<file path="src/rtl/button_event_ctrl_pkg.sv">
// Shared definitions for the pushbutton event block: debounce state encoding,
// evt_word bit positions and a helper that packs the event word.
package button_event_ctrl_pkg;

    typedef enum logic [1:0] {
        UP        = 2'd0,
        WAIT_DOWN = 2'd1,
        DOWN      = 2'd2,
        WAIT_UP   = 2'd3
    } db_state_e;

    localparam int EVT_PEND1_BIT = 0;
    localparam int EVT_PEND2_BIT = 1;
    localparam int EVT_LVL1_BIT  = 2;
    localparam int EVT_LVL2_BIT  = 3;
    localparam int EVT_CNT1_LSB  = 8;
    localparam int EVT_CNT2_LSB  = 16;
    localparam int EVT_CNT_W     = 8;

    function automatic logic [31:0] pack_evt_word(
        input logic [1:0]           pend,
        input logic [1:0]           lvl,
        input logic [EVT_CNT_W-1:0] cnt1,
        input logic [EVT_CNT_W-1:0] cnt2
    );
        logic [31:0] w;
        w                              = '0;
        w[EVT_PEND1_BIT]               = pend[0];
        w[EVT_PEND2_BIT]               = pend[1];
        w[EVT_LVL1_BIT]                = lvl[0];
        w[EVT_LVL2_BIT]                = lvl[1];
        w[EVT_CNT1_LSB +: EVT_CNT_W]   = cnt1;
        w[EVT_CNT2_LSB +: EVT_CNT_W]   = cnt2;
        return w;
    endfunction

endpackage

</file>
<file path="src/rtl/button_event_ctrl_if.sv">
// Processor-side view of the event block: read strobe in, event word and irq out.
interface button_event_ctrl_if;
    logic        rd_strobe;
    logic [31:0] evt_word;
    logic        evt_irq;

    modport master (output rd_strobe, input evt_word, input evt_irq);
    modport slave  (input rd_strobe, output evt_word, output evt_irq);
endinterface

</file>
<file path="src/rtl/button_event_ctrl_pb_debounce.sv">
// One pushbutton: 2-flop synchronizer, 4-state debounce FSM with stability
// counter, registered debounced level and a one-cycle press pulse.
module pb_debounce
    import button_event_ctrl_pkg::*;
#(
    parameter int DEBOUNCE_CYCLES = 50000,
    parameter int CNT_W           = 16
) (
    input  logic clock,
    input  logic aclr,
    input  logic pb_n,
    output logic level,
    output logic press
);

    // The entry sample counts as the first stable one, so the counter
    // reaching DEBOUNCE_CYCLES-1 marks DEBOUNCE_CYCLES stable samples.
    localparam int               LAST_INT = (DEBOUNCE_CYCLES > 1) ? DEBOUNCE_CYCLES - 1 : 1;
    localparam logic [CNT_W-1:0] CNT_LAST = CNT_W'(LAST_INT);

    logic             sync1_reg;
    logic             sync2_reg;
    db_state_e        state_reg;
    logic [CNT_W-1:0] cnt_reg;
    logic             level_reg;
    logic             press_reg;

    always_ff @(posedge clock or negedge aclr) begin
        if (!aclr) begin
            sync1_reg <= 1'b1;
            sync2_reg <= 1'b1;
            state_reg <= UP;
            cnt_reg   <= '0;
            level_reg <= 1'b0;
            press_reg <= 1'b0;
        end else begin
            sync1_reg <= pb_n;
            sync2_reg <= sync1_reg;
            press_reg <= 1'b0;
            case (state_reg)
                UP: begin
                    if (!sync2_reg) begin
                        state_reg <= WAIT_DOWN;
                        cnt_reg   <= '0;
                    end
                end
                WAIT_DOWN: begin
                    if (sync2_reg) begin
                        state_reg <= UP;
                    end else begin
                        cnt_reg <= cnt_reg + 1'b1;
                        if (cnt_reg + 1'b1 == CNT_LAST) begin
                            state_reg <= DOWN;
                            level_reg <= 1'b1;
                            press_reg <= 1'b1;
                        end
                    end
                end
                DOWN: begin
                    if (sync2_reg) begin
                        state_reg <= WAIT_UP;
                        cnt_reg   <= '0;
                    end
                end
                WAIT_UP: begin
                    if (!sync2_reg) begin
                        state_reg <= DOWN;
                    end else begin
                        cnt_reg <= cnt_reg + 1'b1;
                        if (cnt_reg + 1'b1 == CNT_LAST) begin
                            state_reg <= UP;
                            level_reg <= 1'b0;
                        end
                    end
                end
                default: state_reg <= UP;
            endcase
        end
    end

    assign level = level_reg;
    assign press = press_reg;

endmodule

</file>
<file path="src/rtl/button_event_ctrl.sv">
// Two debounced pushbuttons feeding sticky pending flags, 8-bit press counters
// and a processor-readable event word with an interrupt.
module button_event_ctrl
    import button_event_ctrl_pkg::*;
#(
    parameter int DEBOUNCE_CYCLES = 50000,
    parameter int CNT_W           = 16
) (
    input  logic                clock,
    input  logic                aclr,
    input  logic                pb1_n,
    input  logic                pb2_n,
    button_event_ctrl_if.slave  bus
);

    logic [1:0]           pb_raw;
    logic [1:0]           level;
    logic [1:0]           press;
    logic [1:0]           pend_reg;
    logic [1:0]           pend_next;
    logic [EVT_CNT_W-1:0] cnt_reg [2];
    logic                 irq_reg;

    assign pb_raw = {pb2_n, pb1_n};

    generate
        for (genvar gi = 0; gi < 2; gi++) begin : g_pb
            pb_debounce #(
                .DEBOUNCE_CYCLES (DEBOUNCE_CYCLES),
                .CNT_W           (CNT_W)
            ) u_db (
                .clock (clock),
                .aclr  (aclr),
                .pb_n  (pb_raw[gi]),
                .level (level[gi]),
                .press (press[gi])
            );
        end
    endgenerate

    // A press arriving with the read strobe wins, so no event is dropped.
    assign pend_next = press | (pend_reg & {2{~bus.rd_strobe}});

    always_ff @(posedge clock or negedge aclr) begin
        if (!aclr) begin
            pend_reg <= '0;
            irq_reg  <= 1'b0;
            for (int i = 0; i < 2; i++) begin
                cnt_reg[i] <= '0;
            end
        end else begin
            pend_reg <= pend_next;
            irq_reg  <= |pend_next;
            for (int i = 0; i < 2; i++) begin
                if (press[i]) begin
                    cnt_reg[i] <= cnt_reg[i] + 8'd1;
                end
            end
        end
    end

    // Every bit of the event word is taken directly from a flop.
    assign bus.evt_word = pack_evt_word(pend_reg, level, cnt_reg[0], cnt_reg[1]);
    assign bus.evt_irq  = irq_reg;

endmodule

</file>
<file path="src/flat_wrapper.sv">
// flat-port wrapper written by rule: the top's interface ports become plain ports
module button_event_ctrl_flat import button_event_ctrl_pkg::*;
#(
    parameter int DEBOUNCE_CYCLES = 50000,
    parameter int CNT_W           = 16
)
  (clock, aclr, pb1_n, pb2_n, bus_rd_strobe, bus_evt_word, bus_evt_irq);
  button_event_ctrl_if bus_i ();
  input  logic clock;
  input  logic aclr;
  input  logic pb1_n;
  input  logic pb2_n;
  input wire logic [$bits(bus_i.rd_strobe)-1:0] bus_rd_strobe;
  output wire logic [$bits(bus_i.evt_word)-1:0] bus_evt_word;
  output wire logic [$bits(bus_i.evt_irq)-1:0] bus_evt_irq;
  assign bus_i.rd_strobe = bus_rd_strobe;
  assign bus_evt_word = bus_i.evt_word;
  assign bus_evt_irq = bus_i.evt_irq;
  button_event_ctrl #(.DEBOUNCE_CYCLES(DEBOUNCE_CYCLES), .CNT_W(CNT_W)) u_core (.clock(clock), .aclr(aclr), .pb1_n(pb1_n), .pb2_n(pb2_n), .bus(bus_i));
endmodule
</file>
<file path="config.mk">
export PLATFORM = sky130hd
export DESIGN_NAME = button_event_ctrl_flat
export DESIGN_NICKNAME = d
export VERILOG_FILES = /design/src/rtl/button_event_ctrl_pkg.sv /design/src/rtl/button_event_ctrl_if.sv /design/src/rtl/button_event_ctrl_pb_debounce.sv /design/src/rtl/button_event_ctrl.sv /design/src/flat_wrapper.sv
export SDC_FILE = /design/constraint.sdc
export NUM_CORES = 1
export LEC_CHECK = 0
export CAP_MARGIN = 20
export CORE_MARGIN = 10
export CORE_UTILIZATION = 35
export DETAILED_ROUTE_END_ITERATION = 10
export GPL_TIMING_DRIVEN = 0
export PLACE_DENSITY = 0.63
export SLEW_MARGIN = 20
export SYNTH_ARGS = -nofsm -noshare
export SYNTH_HDL_FRONTEND = slang
export SYNTH_SLANG_ARGS = --single-unit
export TNS_END_PERCENT = 20
</file>
<file path="constraint.sdc">
create_clock -name clock -period 2.5 [get_ports clock]
set_clock_uncertainty 0.1 [all_clocks]
set_input_delay 0.5 -clock clock [delete_from_list [all_inputs] [get_ports clock]]
set_output_delay 0.5 -clock clock [all_outputs]
set_load 0.05 [all_outputs]
</file>
# After elaboration in Yosys (flattened, before gate mapping)
# Cells that the tools add are included.
[word_totals]
romBits = 0
latch_bits = 0
mem_count = 0
ramBits = 0
elab_cells = 98
inputBits = 5
regBits = 63
[classes]
mux = 40
n_shift = 0
bitwise = 3
div = 0
n_eq_ne = 24
reduce_logical = 11
addsub = 4
multipliers = 0
n_lt_le_gt_ge = 0
[op_table]
columns = ["op", "count"]
rows = [
  ["16-bit two-way mux", 8],
  ["16-bit one-hot mux with 4 select lines", 2],
  ["16-bit by 1-bit adder with 16-bit output (second input constant)", 2],
  ["16-bit equality test (second input constant)", 2],
  ["2-bit two-way mux", 12],
  ["2-bit inequality test (second input constant)", 12],
  ["8-bit by 1-bit adder with 8-bit output (second input constant)", 2],
  ["2-bit one-hot mux with 4 select lines", 2],
  ["4-bit AND reduction", 4],
  ["1-bit two-way mux", 14],
  ["3-bit inequality test (second input constant)", 4],
  ["5-bit AND reduction", 2],
  ["2-bit equality test (second input constant)", 4],
  ["2-bit by 1-bit equality test with 1-bit output (second input constant)", 2],
  ["2-bit zero test", 2],
  ["1-bit one-hot mux with 2 select lines", 2],
  ["2-bit nonzero test", 2],
  ["2-bit bitwise AND", 1],
  ["2-bit OR", 1],
  ["2-bit OR reduction", 1],
  ["1-bit inverter", 1],
]

# Longest topological paths before layout
[depth]
word_depth = 5
depth_mapped = 8
mapped_depth_nobuf = 7

# Cells and area by module
# Synthesis repeated with hierarchy kept, for this count alone.
[unflattened]
hier_cells = 386
area_unflattened_um2 = 3764.9
[modules_own_cells]
columns = ["mod", "instances", "seq_area_each_um2", "cells_each", "area_each_um2"]
rows = [
  ["pb_debounce", 2, 553.0, 156, 1441.4],
  ["button_event_ctrl", 1, 475.5, 74, 882.1],
]

# Least setup slack after synthesis
# OpenSTA, ideal clock, no wires.
[synth_timing]
kind = "register to register"
from = "reg u_core.g_pb[0].u_db.cnt_reg[0]"
to = "reg u_core.g_pb[0].u_db.level_reg"
path_slack_ns = 0.044
setup_ns = 0.131
stages_incl_launch_ff = 8
arrival_time_ns = 2.225
period_less_slack_ns = 2.456
path_cell_list = "dfrtp_1 > ha_1 > and4_2 > or4_1 > nand3_1 > o2111ai_2 > o31a_1 > or3_1"
[synth_between]
elab_chain_cells = 4
[synth_rtl]
columns = ["element", "line_no", "rtl"]
rows = [
  ["start: declaration", "button_event_ctrl_pb_debounce.sv:24", "logic [CNT_W-1:0] cnt_reg;"],
  ["start signal: assignment", "button_event_ctrl_pb_debounce.sv:51", "cnt_reg <= cnt_reg + 1'b1;"],
  ["start signal: assignment", "button_event_ctrl_pb_debounce.sv:69", "cnt_reg <= cnt_reg + 1'b1;"],
  ["16-bit by 1-bit adder with 16-bit output *", "button_event_ctrl_pb_debounce.sv:52, button_event_ctrl_pb_debounce.sv:70", ""],
  ["16-bit equality test *", "button_event_ctrl_pb_debounce.sv:52, button_event_ctrl_pb_debounce.sv:70", ""],
  ["2-bit inequality test (no line)", "-", ""],
  ["5-bit AND reduction (no line) *", "-", ""],
  ["end signal: assignment", "button_event_ctrl_pb_debounce.sv:34", "level_reg <= 1'b0;"],
  ["end signal: assignment", "button_event_ctrl_pb_debounce.sv:54", "level_reg <= 1'b1;"],
  ["end signal: assignment", "button_event_ctrl_pb_debounce.sv:72", "level_reg <= 1'b0;"],
  ["end: declaration", "button_event_ctrl_pb_debounce.sv:25", "logic level_reg;"],
]
# Mark *: on every way between the ends. The rest lies on a longest branch, timed or not.
# A chain may end at the register's enable or synchronous reset.

# Worst setup path in the final report
[layout_timing]
from = "reg u_core.g_pb[0].u_db.cnt_reg[1]"
to = "reg u_core.g_pb[0].u_db.level_reg"
# The elaborated chain is that of the path after synthesis.

==> results.toml <==
[run_status]
status = "finished, final reports clean"

[clocking]
path_clk_slew_ns = 0.08
cts_buffer_depth = 2
clk_latency_ns = 0.34
cts.sinks = 63
ctsRootBufferMaster = "clkbuf_8"
cts_tree = "yes"
cts_buffers = 9
cts-htree-levels = 3

[cells_and_area]
finalNetCount = 443
mostFrequentLayoutCells = "55 x dfrtp_1, 39 x nand2_1, 24 x o21ai_0, 24 x clkdlybuf4s50_1, 20 x buf_4"
syn2layout_area_growth_pct = 21.6
final_common_cell = "dfrtp_1"
multiInputGateArea_um2 = 1880
diodes = 0
regArea_um2 = 1590
fillers = 982
drive_above_1_share = 0.199
largest_register_ffs = 32

[die]
start_util = 0.357
coreArea_um2 = 10200
die-width_um = 122
std_cell_rows = 37
dieArea_um2 = 14900
ios = 38
die_height_um = 122

[timing]
fin_crit_sh = 0.979
tightest_slew_ns = 0.506
fmax_mhz = 408
setup_viol = 0
slew_viol_final = 0
slew-limit-headroom = 0.662
rsz0062_at_grt = "no"
final-hold-violation-count = 0
setup_tns_ns = 0
min_period_ns = 2.45

[min_path]
hold_path_class = "flop to flop"

[synthesis]
synth_cell_type_count = 61
synth.top_cell.area_share = 0.404
netlist_area_um2 = 3650
syn_avg_cell_area_um2 = 9.67
synthFlopType = "dfrtp_1"
yosysTopAreaCell = "dfrtp_1"
synthArstFlopShare = 1.00
synth_edf_count = 0
synth-seq-cells = 63
ys_warn_count = 0
synthTopCellsByArea = "dfrtp_1 40%, nand2_1 4.0%, o21ai_0 3.3%"
syn_inst = 378
ys_seq_area_frac = 0.433

[pwr]
power.density_nw_per_um2 = 507
total_power_mw = 2.25
total_leakage_power_nw = 2.03
worst_ir_drop_vdd_v = 0.000195

[detailed_routing]
via_per_inst = 5.06
ant_nets = 0
dr.first_iter.drc_count = 177
wl_per_cell_um = 13.4
wl_um = 7650
first_pass_iters = 4
route.detailed.drc = 0
num_vias = 2898

[global_route]
grt_max_degree = 39
antenna_found_initial = 0
grt_usage = 0.104
gr-total-overflow = 0
grt_first_pass_wirelength_um = 12800
grt_pass1_vias = 2723

[worst_setup_path]
crit_arrival_ns = 2.57
critPathBufInv = 0
crit_fanout = 7
required_ns = 2.63
cp_cell_sequence = "ha_4, and4_2, or4_1, nand3_1, o2111ai_2, o31a_1, or3_1"
path_delay_family = "simple AND/OR/NAND/NOR gates"
cpPeakStageDelay_ns = 0.47
crit_slowest_cell = "or4_1"
critPathCaptureType = "flop"
crit_path_start_kind = "flop"
critical_path_class = "flop to flop"

[flow_run]
maxCapViolations = 0

[place]
port_buffers = 25
gp_congestion = 0.813
dp_hpwl_um = 5460
-- worst register-to-register path, stage by stage (launching register included) --
cell	delay, ns
dfrtp_2	0.44
ha_4	0.19
and4_2	0.24
or4_1	0.47
nand3_1	0.11
o2111ai_2	0.15
o31a_1	0.32
or3_1	0.30
-- layout make-up --
cell class	count	share of cell area
Tap cell	136	0.0383
Inverter	9	0.00760
Clock buffer	9	0.0279
Multi-Input combinational cell	276	0.422
Sequential cell	63	0.357
Buffer	41	0.0594
Clock inverter	7	0.0163
Timing Repair Buffer	32	0.0710
-- final timing paths --
path                       slack (ns)                                          to                                       start  depth (start not counted)
max reg2reg                      0.05       u_core.g_pb[0].u_db.level$_DFFE_PN0P_  u_core.g_pb[0].u_db.cnt_reg[1]$_DFFE_PN0P_                          7
max                              0.05       u_core.g_pb[0].u_db.level$_DFFE_PN0P_  u_core.g_pb[0].u_db.cnt_reg[1]$_DFFE_PN0P_                          7
max in group asynchronous        1.22     u_core.g_pb[1].u_db.sync2_reg$_DFF_PN1_                                        aclr                          3
min in group asynchronous        0.50  u_core.g_pb[0].u_db.cnt_reg[2]$_DFFE_PN0P_                                        aclr                          2
min                              0.27     u_core.g_pb[0].u_db.sync2_reg$_DFF_PN1_     u_core.g_pb[0].u_db.sync1_reg$_DFF_PN1_                          0
min reg2reg                      0.27     u_core.g_pb[0].u_db.sync2_reg$_DFF_PN1_     u_core.g_pb[0].u_db.sync1_reg$_DFF_PN1_                          0
-- per-layer routing --
layer | track usage | wire length (µm)
met2 | 0.164 | 3520
met3 | 0.0217 | 434
met1 | 0.132 | 3540
met5 | 0 | 0
met4 | 0.0538 | 161
-- Yosys cell counts, types with 7 or more instances --
cell type and count:
nand2_1 39, clkbuf_1 16, xor2_1 12, nand4_1 14, xnor2_1 11, buf_4 14, o21ai_0 24, nor3_1 17
nor2_1 17, inv_1 9, nand3_1 13, dfrtp_1 59, a21oi_1 15, a21o_1 7, o31ai_1 7, a22o_1 13
-- what timing repair did --
| action | CTS | global route |
|---|---|---|
| cloned | 0 | 0 |
| pin swaps | 1 | 2 |
| setup buffers | 2 | 3 |
| endpoints found under the setup margin | 3 | 4 |
| resized for setup | 6 | 7 |
| hold endpoints to repair | 23 | 0 |
| hold buffers | 1 | 0 |
-- stage by stage --
step | hold WS (ns) | utilization | instances | setup WS [ns] | area (µm²)
2_1_floorplan | 0.104 | - | 389 | 0.0439 | 3700
3_3_place_gp | 0.246 | 0.402 | 550 | -1.30 | 4120
3_5_place_dp | 0.256 | 0.404 | 551 | -0.137 | 4130
4_1_cts | 0.266 | 0.429 | 570 | -0.00486 | 4390
5_1_grt | 0.270 | 0.434 | 573 | 0.00164 | 4440
6_report | 0.265 | 0.434 | 573 | 0.0520 | 4440
-- report_power, final --
part           switching (mW)  leakage (nW)  internal, mW
registers              0.0257         0.851          1.05
clock network           0.425        0.0956         0.461
logic                   0.181          1.08         0.107
-- kinds of logic after synthesis --
group | share of synthesized area
AOI/OAI and AO/OA | 0.152
xor gates and xnor gates | 0.0551
adders and majority gates | 0.0205
buffers and inverters | 0.0815
DFF | 0.433
muxes | 0.0267
other | 0.00103
and+or+nand+nor | 0.231
No activity file was read; power rests on OpenSTA's default activity.
